$ cat src/rtl/mannix_vec_pkg.sv
// Shared types for the 8-lane vector datapath.
// Lane index/count types, output register states, default element type.
package mannix_vec_pkg;

  localparam int LANES = 8;
  localparam int DEF_WIDTH = 16;

  typedef logic [2:0] lane_idx_t;
  typedef logic [3:0] lane_cnt_t;

  typedef logic signed [2*DEF_WIDTH-1:0] elem_t;

  typedef enum logic {
    EMPTY = 1'b0,
    FULL  = 1'b1
  } ostate_t;

endpackage

$ cat src/rtl/vec_packer_8.sv
// Packs a serial stream of signed 2*WIDTH-bit elements into zero-padded
// 8-lane vectors. Ports: in_valid/in_ready/in_data/in_last, out_valid/out_ready/out_vec/out_count/out_last.
module vec_packer_8
  import mannix_vec_pkg::*;
#(
  parameter int WIDTH = 16
) (
  input  logic                      clk,
  input  logic                      rst,
  input  logic                      in_valid,
  output logic                      in_ready,
  input  logic signed [2*WIDTH-1:0] in_data,
  input  logic                      in_last,
  output logic                      out_valid,
  input  logic                      out_ready,
  output logic signed [2*WIDTH-1:0] out_vec [0:LANES-1],
  output lane_cnt_t                 out_count,
  output logic                      out_last
);

  logic signed [2*WIDTH-1:0] fill_vec [LANES];
  lane_idx_t lane;
  ostate_t   ostate;

  logic in_fire;
  logic out_fire;
  logic done;

  assign out_valid = (ostate == FULL);
  assign in_ready  = !out_valid || out_ready;
  assign in_fire   = in_valid && in_ready;
  assign out_fire  = out_valid && out_ready;
  assign done      = in_fire && (in_last || lane == 3'd7);

  always_ff @(posedge clk) begin
    if (rst) begin
      ostate    <= EMPTY;
      lane      <= '0;
      out_count <= '0;
      out_last  <= 1'b0;
      for (int i = 0; i < LANES; i++) begin
        fill_vec[i] <= '0;
        out_vec[i]  <= '0;
      end
    end else begin
      if (done) begin
        // Lanes above the closing one are still zero in fill_vec.
        for (int i = 0; i < LANES; i++) begin
          out_vec[i]  <= (lane_idx_t'(i) == lane) ? in_data : fill_vec[i];
          fill_vec[i] <= '0;
        end
        out_count <= {1'b0, lane} + 4'd1;
        out_last  <= in_last;
        lane      <= '0;
        ostate    <= FULL;
      end else begin
        if (in_fire) begin
          fill_vec[lane] <= in_data;
          lane           <= lane + 3'd1;
        end
        if (out_fire) begin
          ostate <= EMPTY;
        end
      end
    end
  end

endmodule

$ cat config.mk
export PLATFORM = sky130hd
export DESIGN_NAME = vec_packer_8
export DESIGN_NICKNAME = d
export VERILOG_FILES = /design/src/rtl/mannix_vec_pkg.sv /design/src/rtl/vec_packer_8.sv
export SDC_FILE = /design/constraint.sdc
export NUM_CORES = 1
export LEC_CHECK = 0
export CORE_AREA = 2 2 198 200
export CTS_BUF_LIST = sky130_fd_sc_hd__clkbuf_8 sky130_fd_sc_hd__clkbuf_16
export CTS_CLUSTER_SIZE = 16
export DETAILED_ROUTE_END_ITERATION = 8
export DIE_AREA = 0 0 200 202
export PLACE_DENSITY = 0.84
export SKIP_CTS_REPAIR_TIMING = 1
export SYNTH_ARGS = -nofsm -noshare
export SYNTH_HDL_FRONTEND = slang
export SYNTH_SLANG_ARGS = --single-unit
$ cat constraint.sdc
create_clock -name clk -period 15.2 [get_ports clk]
set_input_delay 3.04 -clock clk [delete_from_list [all_inputs] [get_ports clk]]
set_output_delay 3.04 -clock clk [all_outputs]
set_load 0.1 [all_outputs]
**Word level (Yosys, flattened, before mapping)**

Memories as Yosys holds them, arrays and structs flattened.
Index checks and enable logic that the tools add are counted.

- Output and inout port bits: 263
- Bits in read-only memories: 0
- Memories: 1
- Bits in latches: 0
- Bits of input ports: 37
- Bits in writable memories: 256
- Logic and storage cells: 71
- Register bits after elaboration: 265

- Divide/modulo/power cells: 0
- Bitwise logic cells: 8
- $add $sub $neg: 2
- Shift operators: 0
- Magnitude comparators: 0
- Multipliers: 0
- Equal/unequal tests: 8
- Reductions and logical operators: 10
- Muxes and demuxes: 30

Memories:

| memory | words | bits a word | rd ports | clocked after Yosys merged registers in | wr ports | RTL line | source |
|---|---|---|---|---|---|---|---|
| fill_vec | 8 | 32 | 8 | 0 | 8 | vec_packer_8.sv:21 | `logic signed [2*WIDTH-1:0] fill_vec [LANES];` |

Operators with widths:

| kind | count |
|---|---|
| $mux W32 | 17 |
| $reduce_or A32 Y1 | 1 |
| $eq A3 B3 Y1 const A | 4 |
| $mux W1 | 12 |
| $or A1 B1 Y1 | 8 |
| $eq A2 B3 Y1 const A | 2 |
| $add A3 B1 Y4 const B | 1 |
| $add A3 B1 Y3 const B | 1 |
| $eq A1 B3 Y1 const A | 1 |
| $eq A3 B3 Y1 const B | 1 |
| $logic_and A1 B1 Y1 | 3 |
| $logic_not A3 Y1 | 1 |
| $mux W3 | 1 |
| $logic_or A1 B1 Y1 | 2 |
| $reduce_bool A2 Y1 | 1 |
| $reduce_or A2 Y1 | 1 |
| $logic_not A1 Y1 | 1 |

**Logic depth before layout (Yosys ltp)**

Gate-level depths: netlist of run 1.

- Depth in word-level cells: 9
- Depth in mapped cells: 9
- Gate-level depth less buffers: 5

**Worst setup path after synthesis of run 1**

Ideal clock, no wire load.

- Kind: input -> register
- Start point: input port out_ready
- End point: memory fill_vec[2][0] (netlist name) (enable)
- Setup time: 0.511 ns
- Cell stages on the path: 5
- Data arrival time: 7.090 ns
- Data required time: 14.689 ns
- Path buffers: 1
- Setup slack: 7.599 ns
- Cells stage by stage: and2b_1 clkinv_1 buf_2 nand2_1 o41ai_1

RTL lines:

| what | RTL line | source |
|---|---|---|
| start: declaration | vec_packer_8.sv:15 | `input logic out_ready,` |
| end: declaration | vec_packer_8.sv:21 |  |

**Worst setup path after layout of run 1**

- Start point: input port out_ready
- End point: output port in_ready

- Longest elaborated chain between the ends: 1

RTL lines:

| what | RTL line | source |
|---|---|---|
| $logic_or A1 B1 Y1 | vec_packer_8.sv:30 | `assign in_ready = !out_valid \|\| out_ready;` |
| end: declaration | vec_packer_8.sv:11 | `output logic in_ready,` |

Every way passes these cells.

==> results of run 1 <==
## sequential cells by signal, indices dropped and copies added, names as in the netlist
signal and count:
fill_vec 256, lane 3, out_count 4, out_last 1
out_valid 1, out_vec 256
## where the power goes
group,leakage (uW),total (uW),switching (uW),internal [uW]
registers,0.00492,1600,44.5,1560
clock network,0.000868,1260,536,726
logic,0.00461,694,540,154
## metrics by stage
stage          std cells  power (uW)
4_1_cts             2597        3553
5_1_grt             2598        3636
6_report            2598        3556
2_1_floorplan       1910        2128
3_3_place_gp        2502        2302
3_5_place_dp        2502        2315
## routing by layer
layer | GRT usage | vias up | wire length, um
li1 | - | 7574 | -
met5 | 0 | - | 0
met2 | 0.5087 | 1191 | 31510
met1 | 0.4343 | 8400 | 24670
met3 | 0.07792 | 213 | 8077
met4 | 0.2077 | 0 | 4474
## placed cells by master (no fill, tap or decap), types with 3 or more instances in the layout
cell type	Yosys	layout
a211oi_1	257	257
a21o_1	3	3
a21oi_1	9	9
a31oi_1	258	258
and2_1	65	65
and3_1	64	64
buf_4	0	27
clkbuf_16	0	53
clkbuf_8	0	15
clkdlybuf4s50_1	0	297
clkinv_1	2	10
clkinv_2	0	8
dfxtp_1	265	265
edfxtp_1	256	256
ha_1	6	4
inv_1	3	12
mux2i_1	257	257
nand2_1	37	34
nand2_2	0	3
nand2b_2	0	3
nand4_1	7	7
nor2_1	99	99
nor3_1	3	3
nor3_2	31	30
nor3b_1	3	3
o21ai_0	4	4
o31ai_1	5	4
## worst min-delay path, delay by kind of cell (launching register included)
kind	cells	cell delay (ns)
AND/OR/NAND/NOR	1	0.06
flip-flops	1	0.31
multiplexers	1	0.06
## logic make-up (layout without fill, tap and decap cells)
group | count (synthesis) | in the layout
AND/OR/NAND/NOR | 327 | 327
multiplexers | 257 | 257
flip-flops | 521 | 521
AO/OA/AOI/OAI | 540 | 540
adder cells (fa/ha/maj) | 6 | 6
other | 0 | 1
buffers and inverters | 259 | 428
## final cells by class
type,count,share of cell area
multi-input combinational,1130,0.3083
sequential,521,0.4838
tap,518,0.02413
inverter,6,0.001118
timing repair buffer,327,0.1200
clock inverter,29,0.006522
clock buffer,66,0.05604
antenna,1,0.00009317
## how the worst max path moves through the flow
stage,start,endpoint,slack [ns],cells after the start
after detailed placement,out_ready,in_ready,6.30,4
after global routing,out_ready,in_ready,6.18,4
after floorplan,out_ready,fill_vec[2][0]$_SDFFCE_PN0P_,7.60,5
after CTS,out_ready,in_ready,6.28,4
final,out_ready,in_ready,6.25,4
after global placement,out_ready,in_ready,6.34,4
==> flow_metrics.py, run 1 <==
metrics = {
    "outcome": {
        "status": "finished, final reports clean",
    },
    "critical_path": {
        "critical_path_buf_inv_count": 3,
        "critPathLaunchType": "input port",
        "rr_worst_depth": 6,
        "critPathKind": "in2out",
        "crit_family": "buffers and inverters",
        "arrival_ns": 5.91,
        "regToRegSetupSlack_ns": 9.77,
        "crit_fanout": 101,
        "reg2reg_from": "lane[2]$_SDFFE_PP0P_",
        "crit_path_end_kind": "output pin",
        "cp.required_ns": 12.16,
        "critPathMaxStageDelay_ns": 1.26,
        "reg2reg_to": "fill_vec[3][15]$_SDFFCE_PN0P_",
        "crit_chain": "clkdlybuf4s50_1 > and2b_1 > inv_8 > clkdlybuf4s50_1",
        "cp_common_cell": "clkdlybuf4s50_1",
        "crit_slowest_cell": "clkdlybuf4s50_1",
    },
    "logic_synthesis": {
        "synth_compound_area_frac": 0.1661,
        "synth_nets": 1953,
        "synth_xor_xnor_area_share": 0,
        "ys_top_cells_by_count": "265 x dfxtp_1, 258 x a31oi_1, 257 x a211oi_1, 257 x mux2i_1, 256 x edfxtp_1",
        "ys_seq_area_frac": 0.5832,
        "synth_top_area_cell": "edfxtp_1",
        "synth_edf_count": 256,
        "syn_inst": 1910,
        "synth_mux_area_frac": 0.1155,
        "yosysWarnings": 0,
        "syn_area_mm2": 0.02228,
        "ys_seq_elements": 521,
        "synth_fa_ha_area_frac": 0.003370,
        "yosys.area.top_type_share": 0.3451,
        "yosysMostFrequentCell": "dfxtp_1",
        "syn_avg_cell_area_um2": 11.66,
        "ys_async_sr_fraction": 0,
        "netlist_top_cells_area": "edfxtp_1 35%, dfxtp_1 24%, mux2i_1 12%",
        "yosys_most_used_dff": "dfxtp_1",
        "synth-simple-area-share": 0.08335,
        "synth_top_family_by_area": "compound AO/OA/AOI/OAI gates",
        "synth_cell_types": 40,
    },
    "grt": {
        "antenna_found_initial": 2,
        "overflow": 0,
        "first_global_vias": 16830,
        "grt_max_degree": 259,
        "grt_usage": 0.3348,
        "grt_pass1_wl_um": 102100,
    },
    "min_path": {
        "hp-start": "out_count[3]$_SDFFE_PP0P_",
        "hold_class": "reg2reg",
        "hold_depth": 2,
        "min_to": "out_count[3]$_SDFFE_PP0P_",
    },
    "detailed_routing": {
        "drt_iter0_markers": 2115,
        "drc": 0,
        "via_per_inst": 6.689,
        "dr_total_vias": 17380,
        "dr.pass1.iters": 7,
        "wl_per_cell_um": 26.45,
        "routed_wl_um": 68730,
        "drtAntennaViolNets": 0,
    },
    "die": {
        "initial_core_util": 0.5818,
        "die_y_um": 202,
        "core_mm2": 0.03829,
        "pin_count": 300,
        "dieArea_mm2": 0.04040,
        "dieWidth_um": 200,
        "rows": 72,
    },
    "clock_network": {
        "ctsLongestPathBuffers": 3,
        "clk-insertion-delay-late_ns": 0.60,
        "cts_buffers": 51,
        "cts.sinks": 521,
        "clk_root_buffer_cell": "clkbuf_16",
        "path_clk_slew_ns": 0.06,
        "htreeDepth": 2,
        "cts_tree": "built",
    },
    "sta": {
        "hold_ws_ns": 0.4798,
        "setup_violations": 0,
        "final_hold_viol_count": 0,
        "tightestPinTransition_ns": 1.261,
        "fmax_mhz": 111.7,
        "clock_skew_ns": 0.01886,
        "post-route-period-util": 0.5890,
        "rsz0062_at_grt": "no",
        "slew_viol_final": 0,
        "fin_setup_tns_ns": 0,
        "fin_ws_ns": 6.247,
        "timing.slew.headroom": 0.1595,
        "period_minus_slack_ns": 8.953,
    },
    "layout": {
        "multi_input_area_mm2": 0.008280,
        "final_area_mm2": 0.02686,
        "n_fill_cell": 2670,
        "seqCellArea_mm2": 0.01299,
        "drive_gt1_frac": 0.07600,
        "fin_util": 0.7015,
        "area_delta_synth_final_pct": 20.56,
        "final_nets": 2080,
    },
    "place": {
        "place_ws_ns": 6.302,
        "place_congestion": 0.8541,
        "dp_hpwl_um": 40340,
        "port_buffers": 299,
        "place_area_mm2": 0.02517,
    },
    "flow_run": {
        "drv_cap": 0,
    },
    "power_and_ir_drop": {
        "power_density_mw_per_mm2": 132.4,
        "p_leak_uw": 0.01040,
        "max-vdd-ir-drop_uv": 85.20,
    },
}
(Power assumes the default switching activity.)
==> inputs of run 2 (changes only) <==
Settings changed: CORE_AREA 2 2 198 200 to 2 2 215 217, DIE_AREA 0 0 200 202 to 0 0 217 219, PLACE_DENSITY 0.84 to 0.76.
Clock period 15.2 ns to 8.1 ns, I/O delays scaled along.
==> run 2 against run 1 <==
Against the previous run: final area grew 0.86%; count of clock-buffer cells in the layout rose by 1; routed wire length rose by 2.8%; final cell count is 3.6% higher; combinational power increased by 87%; via count decreased by 1.1%; sequential cell count unchanged; critical endpoint unchanged.
==> flow_metrics.py, run 2 (same netlist as run 1, synthesis figures left out) <==
metrics = {
    "critical_path": {
        "crit_path_end_kind": "output pin",
        "arrival_ns": 4.42,
        "cp.required_ns": 6.48,
        "crit_fanout": 77,
        "critPathKind": "in2out",
        "critPathLaunchType": "input port",
    },
    "layout": {
        "area_delta_synth_final_pct": 21.60,
        "n_fill_cell": 3548,
        "drive_gt1_frac": 0.08082,
        "layout_top_registers": "fill_vec: 256 flops, out_vec: 256 flops, out_count: 4 flops",
        "final_nets": 2089,
        "layout_commonest_cell": "clkdlybuf4s50_1",
        "antenna_cells": 0,
        "final_cell_mix": "297 x clkdlybuf4s50_1, 265 x dfxtp_1, 258 x a31oi_1",
    },
    "clock_network": {
        "cts_buffers": 53,
        "htreeDepth": 2,
        "clk_root_buffer_cell": "clkbuf_16",
        "path_clk_slew_ns": 0.05,
        "cts.sinks": 521,
        "clk-insertion-delay-late_ns": 0.60,
        "cts_tree": "built",
        "ctsLongestPathBuffers": 3,
    },
    "detailed_routing": {
        "dr.pass1.iters": 5,
        "drt_iter0_markers": 1967,
        "via_per_inst": 6.386,
        "dr_total_vias": 17180,
        "wl_per_cell_um": 26.27,
        "drtAntennaViolNets": 0,
        "drc": 0,
        "routed_wl_um": 70680,
    },
    "grt": {
        "grt.met1_usage": 0.3740,
        "met3_usage": 0.05752,
        "antenna_found_initial": 4,
        "overflow": 0,
        "grt_pass1_wl_um": 105000,
        "top_usage_layer": "met2",
        "grt_max_degree": 106,
        "grt_usage": 0.2901,
        "grt_util_met2": 0.4640,
        "first_global_vias": 16760,
    },
    "sta": {
        "tightestPinTransition_ns": 1.211,
        "rsz0062_at_grt": "no",
        "slew_viol_final": 0,
        "fmax_mhz": 165.7,
        "final_hold_viol_count": 0,
        "fin_setup_tns_ns": 0,
        "timing.slew.headroom": 0.1900,
        "period_minus_slack_ns": 6.037,
        "clock_skew_ns": 0.01538,
        "fin_ws_ns": 2.064,
        "post-route-period-util": 0.7452,
        "setup_violations": 0,
    },
    "die": {
        "rows": 78,
        "die_y_um": 219,
        "dieArea_mm2": 0.04752,
        "pin_count": 300,
        "core_mm2": 0.04509,
        "dieWidth_um": 217,
        "initial_core_util": 0.4941,
    },
    "min_path": {
        "hold_class": "reg2reg",
    },
    "place": {
        "port_buffers": 299,
        "place_congestion": 0.8191,
        "place_ws_ns": 1.792,
        "dp_hpwl_um": 42650,
    },
    "power_and_ir_drop": {
        "max-vdd-ir-drop_uv": 177.4,
        "fin_total_pwr_uw": 6772,
        "power_density_mw_per_mm2": 250.0,
        "p_leak_uw": 0.01051,
    },
    "outcome": {
        "status": "finished, final reports clean",
    },
    "flow_run": {
        "drv_cap": 0,
    },
}
## run 2: cell type report
cell class,instances,area [um2],area share
Clock buffer,67,1575,0.05816
Inverter,6,30.03,0.001109
Tap cell,600,750.7,0.02771
Sequential cell,521,12990,0.4797
Timing Repair Buffer,334,3263,0.1205
Clock inverter,33,196.4,0.007252
Multi-Input combinational cell,1130,8279,0.3056
## run 2: worst max-delay path, stage by stage
cell and delay [ns]:
clkdlybuf4s50_1 0.54, and2b_1 0.44, inv_8 0.48, clkdlybuf4s50_1 1.31
## run 2: worst paths after layout
kind / from / end / slack (ns) / cells after the start
setup / recovery: out_ready / in_ready / 2.06 / 4
hold / removal: out_count[1]$_SDFFE_PP0P_ / out_count[1]$_SDFFE_PP0P_ / 0.47 / 2
hold reg to reg: out_count[1]$_SDFFE_PP0P_ / out_count[1]$_SDFFE_PP0P_ / 0.47 / 2
setup reg to reg: lane[2]$_SDFFE_PP0P_ / fill_vec[7][22]$_SDFFCE_PN0P_ / 3.27 / 6
## run 2: metrics by stage
step | instances | instance area (um2) | util | hold WS, ns
global placement | 2591 | 25320 | 0.5615 | 0.4641
finish | 2691 | 27090 | 0.6008 | 0.4681
detailed placement | 2591 | 25320 | 0.5615 | 0.4644
CTS | 2691 | 27090 | 0.6008 | 0.4719
global route | 2691 | 27090 | 0.6008 | 0.4951
floorplan | 1910 | 22280 | - | 0.5536
## run 2: metal layers
metal,part of all wire,up-vias
li1,-,7573
met1,0.39,8493
met2,0.47,946
met3,0.087,170
met4,0.055,2
met5,0.00024,-
## run 2: power by group
group | leakage (uW) | switching (uW) | total [uW] | internal [uW]
Clock | 0.000948 | 1030 | 2460 | 1430
Combinational | 0.00464 | 1010 | 1300 | 289
Sequential | 0.00492 | 85.5 | 3010 | 2920
Total | 0.0105 | 2130 | 6770 | 4640
==> inputs of run 3 (changes only) <==
Settings changed: CORE_AREA 2 2 215 217 to 2 2 205 207, DIE_AREA 0 0 217 219 to 0 0 207 209, PLACE_DENSITY 0.76 to 0.79.
Clock period 8.1 ns to 6.05 ns, I/O delays scaled along.
==> run 3 against run 2 <==
Against the previous run: count of clock-buffer cells in the layout shrank 2; core utilization grew 5.3 points; worst setup slack lost 0.35 ns; sequential cell count is the same; largest power group unchanged; non-clock buffer count shrank 6; register-to-register slack lost 1.1 ns.
==> flow_metrics.py, run 3 (same netlist as run 1, synthesis figures left out) <==
metrics = {
    "outcome": {
        "status": "finished, final reports clean",
    },
    "critical_path": {
        "crit_path_end_kind": "output pin",
        "critPathLaunchType": "input port",
        "crit_slowest_cell": "inv_8",
        "crit_chain": "clkdlybuf4s50_1 > and2b_1 > inv_8 > buf_4",
        "critical_path_buf_inv_count": 3,
        "critPathMaxStageDelay_ns": 0.60,
        "critPathKind": "in2out",
        "crit_family": "buffers and inverters",
        "crit_fanout": 92,
        "cp.required_ns": 4.84,
        "arrival_ns": 3.13,
    },
    "power_and_ir_drop": {
        "clkPwrFrac": 0.367,
        "power_switching_uw": 2830,
        "p_leak_uw": 0.01046,
        "p_int_uw": 6267,
        "max-vdd-ir-drop_uv": 219.2,
        "seqPwrFrac": 0.442,
        "comb_power_share": 0.191,
        "power_density_mw_per_mm2": 337.0,
        "switching_share": 0.3111,
        "fin_total_pwr_uw": 9097,
    },
    "clock_network": {
        "path_clk_slew_ns": 0.06,
        "cts_tree": "built",
        "ctsLongestPathBuffers": 3,
        "cts_buffers": 52,
        "cts.sinks": 521,
        "clk_root_buffer_cell": "clkbuf_16",
        "clk-insertion-delay-late_ns": 0.60,
        "htreeDepth": 2,
    },
    "grt": {
        "antenna_found_initial": 1,
        "grt_pass1_wl_um": 103600,
        "grt_max_degree": 201,
        "grt_usage": 0.3101,
        "overflow": 0,
        "first_global_vias": 16520,
    },
    "place": {
        "port_buffers": 299,
        "dp.cells": 2524,
        "dp_hpwl_um": 40940,
        "place_congestion": 0.9082,
    },
    "sta": {
        "slew_viol_final": 0,
        "fmax_mhz": 230.5,
        "hold_ws_ns": 0.4722,
        "final_hold_viol_count": 0,
        "tightestPinTransition_ns": 1.295,
        "clock_skew_ns": 0.01697,
        "fin_setup_tns_ns": 0,
        "rsz0062_at_grt": "no",
        "period_minus_slack_ns": 4.339,
        "post-route-period-util": 0.7172,
        "timing.slew.headroom": 0.1365,
        "setup_violations": 0,
    },
    "layout": {
        "layout_top_registers": "fill_vec: 256 flops, out_vec: 256 flops, out_count: 4 flops",
        "stdcell_count": 2619,
        "antenna_cells": 0,
        "final_cell_mix": "296 x clkdlybuf4s50_1, 265 x dfxtp_1, 258 x a31oi_1",
        "layout_commonest_cell": "clkdlybuf4s50_1",
        "area_delta_synth_final_pct": 21.18,
        "drive_gt1_frac": 0.07837,
        "final_nets": 2082,
    },
    "die": {
        "pin_count": 300,
        "core_mm2": 0.04129,
        "dieArea_mm2": 0.04326,
        "initial_core_util": 0.5395,
        "rows": 75,
        "dieWidth_um": 207,
        "die_y_um": 209,
    },
    "detailed_routing": {
        "drtAntennaViolNets": 0,
        "via_per_inst": 6.574,
        "drt_iter0_markers": 1780,
        "routed_wl_um": 69110,
        "wl_per_cell_um": 26.39,
        "drc": 0,
        "dr.pass1.iters": 5,
        "dr_total_vias": 17220,
    },
    "min_path": {
        "hold_class": "reg2reg",
    },
    "flow_run": {
        "drv_cap": 0,
    },
}
==> run 3: cell types whose count changed in the layout (fill, tap and decap cells not counted), moves of 2 or more <==
cell / previous run / this run
clkinv_2: 12 / 7
buf_12: 0 / 2
inv_1: 19 / 15
clkinvlp_4: 0 / 2
bufinv_16: 2 / 5
buf_4: 35 / 28
clkbuf_16: 58 / 55
==> run 3: final cells by class <==
type	count	area, um2
clock buffers	65	1514
clock inverters	30	262.8
fillers	3152	14300
inverters	6	30.03
multi-input cells	1130	8280
flip-flops and latches	521	12990
well taps	539	674.4
repair buffers	328	3241
==> run 3: worst min-delay path: cells and delay by family (launching register included) <==
family / cells / cell delay, ns
AO/OA/AOI/OAI: 2 / 0.12
flip-flops: 1 / 0.31
==> run 3: per-stage QoR <==
stage	util	setup WS, ns	cell area, um2
after CTS	0.6538	1.709	26990
final	0.6538	1.711	26990
after detailed placement	0.6108	1.615	25220
after floorplan	-	0.2790	22280
after global placement	0.6108	1.733	25220
after global routing	0.6538	1.606	26990
==> run 3: worst paths after layout <==
check,startpoint,end,slack [ns],cells past startpoint
worst max-delay path,out_ready,in_ready,1.71,4
worst min-delay path,out_count[0]$_SDFFE_PP0P_,out_count[0]$_SDFFE_PP0P_,0.47,2
worst max register to register,lane[2]$_SDFFE_PP0P_,out_vec[184]$_SDFFE_PP0P_,2.18,5
worst min register to register,out_count[0]$_SDFFE_PP0P_,out_count[0]$_SDFFE_PP0P_,0.47,2
==> run 3: power groups by stage <==
stage                     Clock, uW  Combinational [uW]  Sequential (uW)
final                          3330                1740             4020
after global routing           3500                1800             4040
after CTS                      3360                1730             4020
after detailed placement          0                1730             4090
after global placement            0                1700             4090
after floorplan                   0                 454             4890
==> run 3: metal layers <==
layer,wire length (um),global-route usage,vias up
met5,0,0,-
met2,32390,0.4920,1006
li1,-,-,7566
met1,26350,0.4126,8477
met4,3354,0.1510,0
met3,7012,0.05651,168
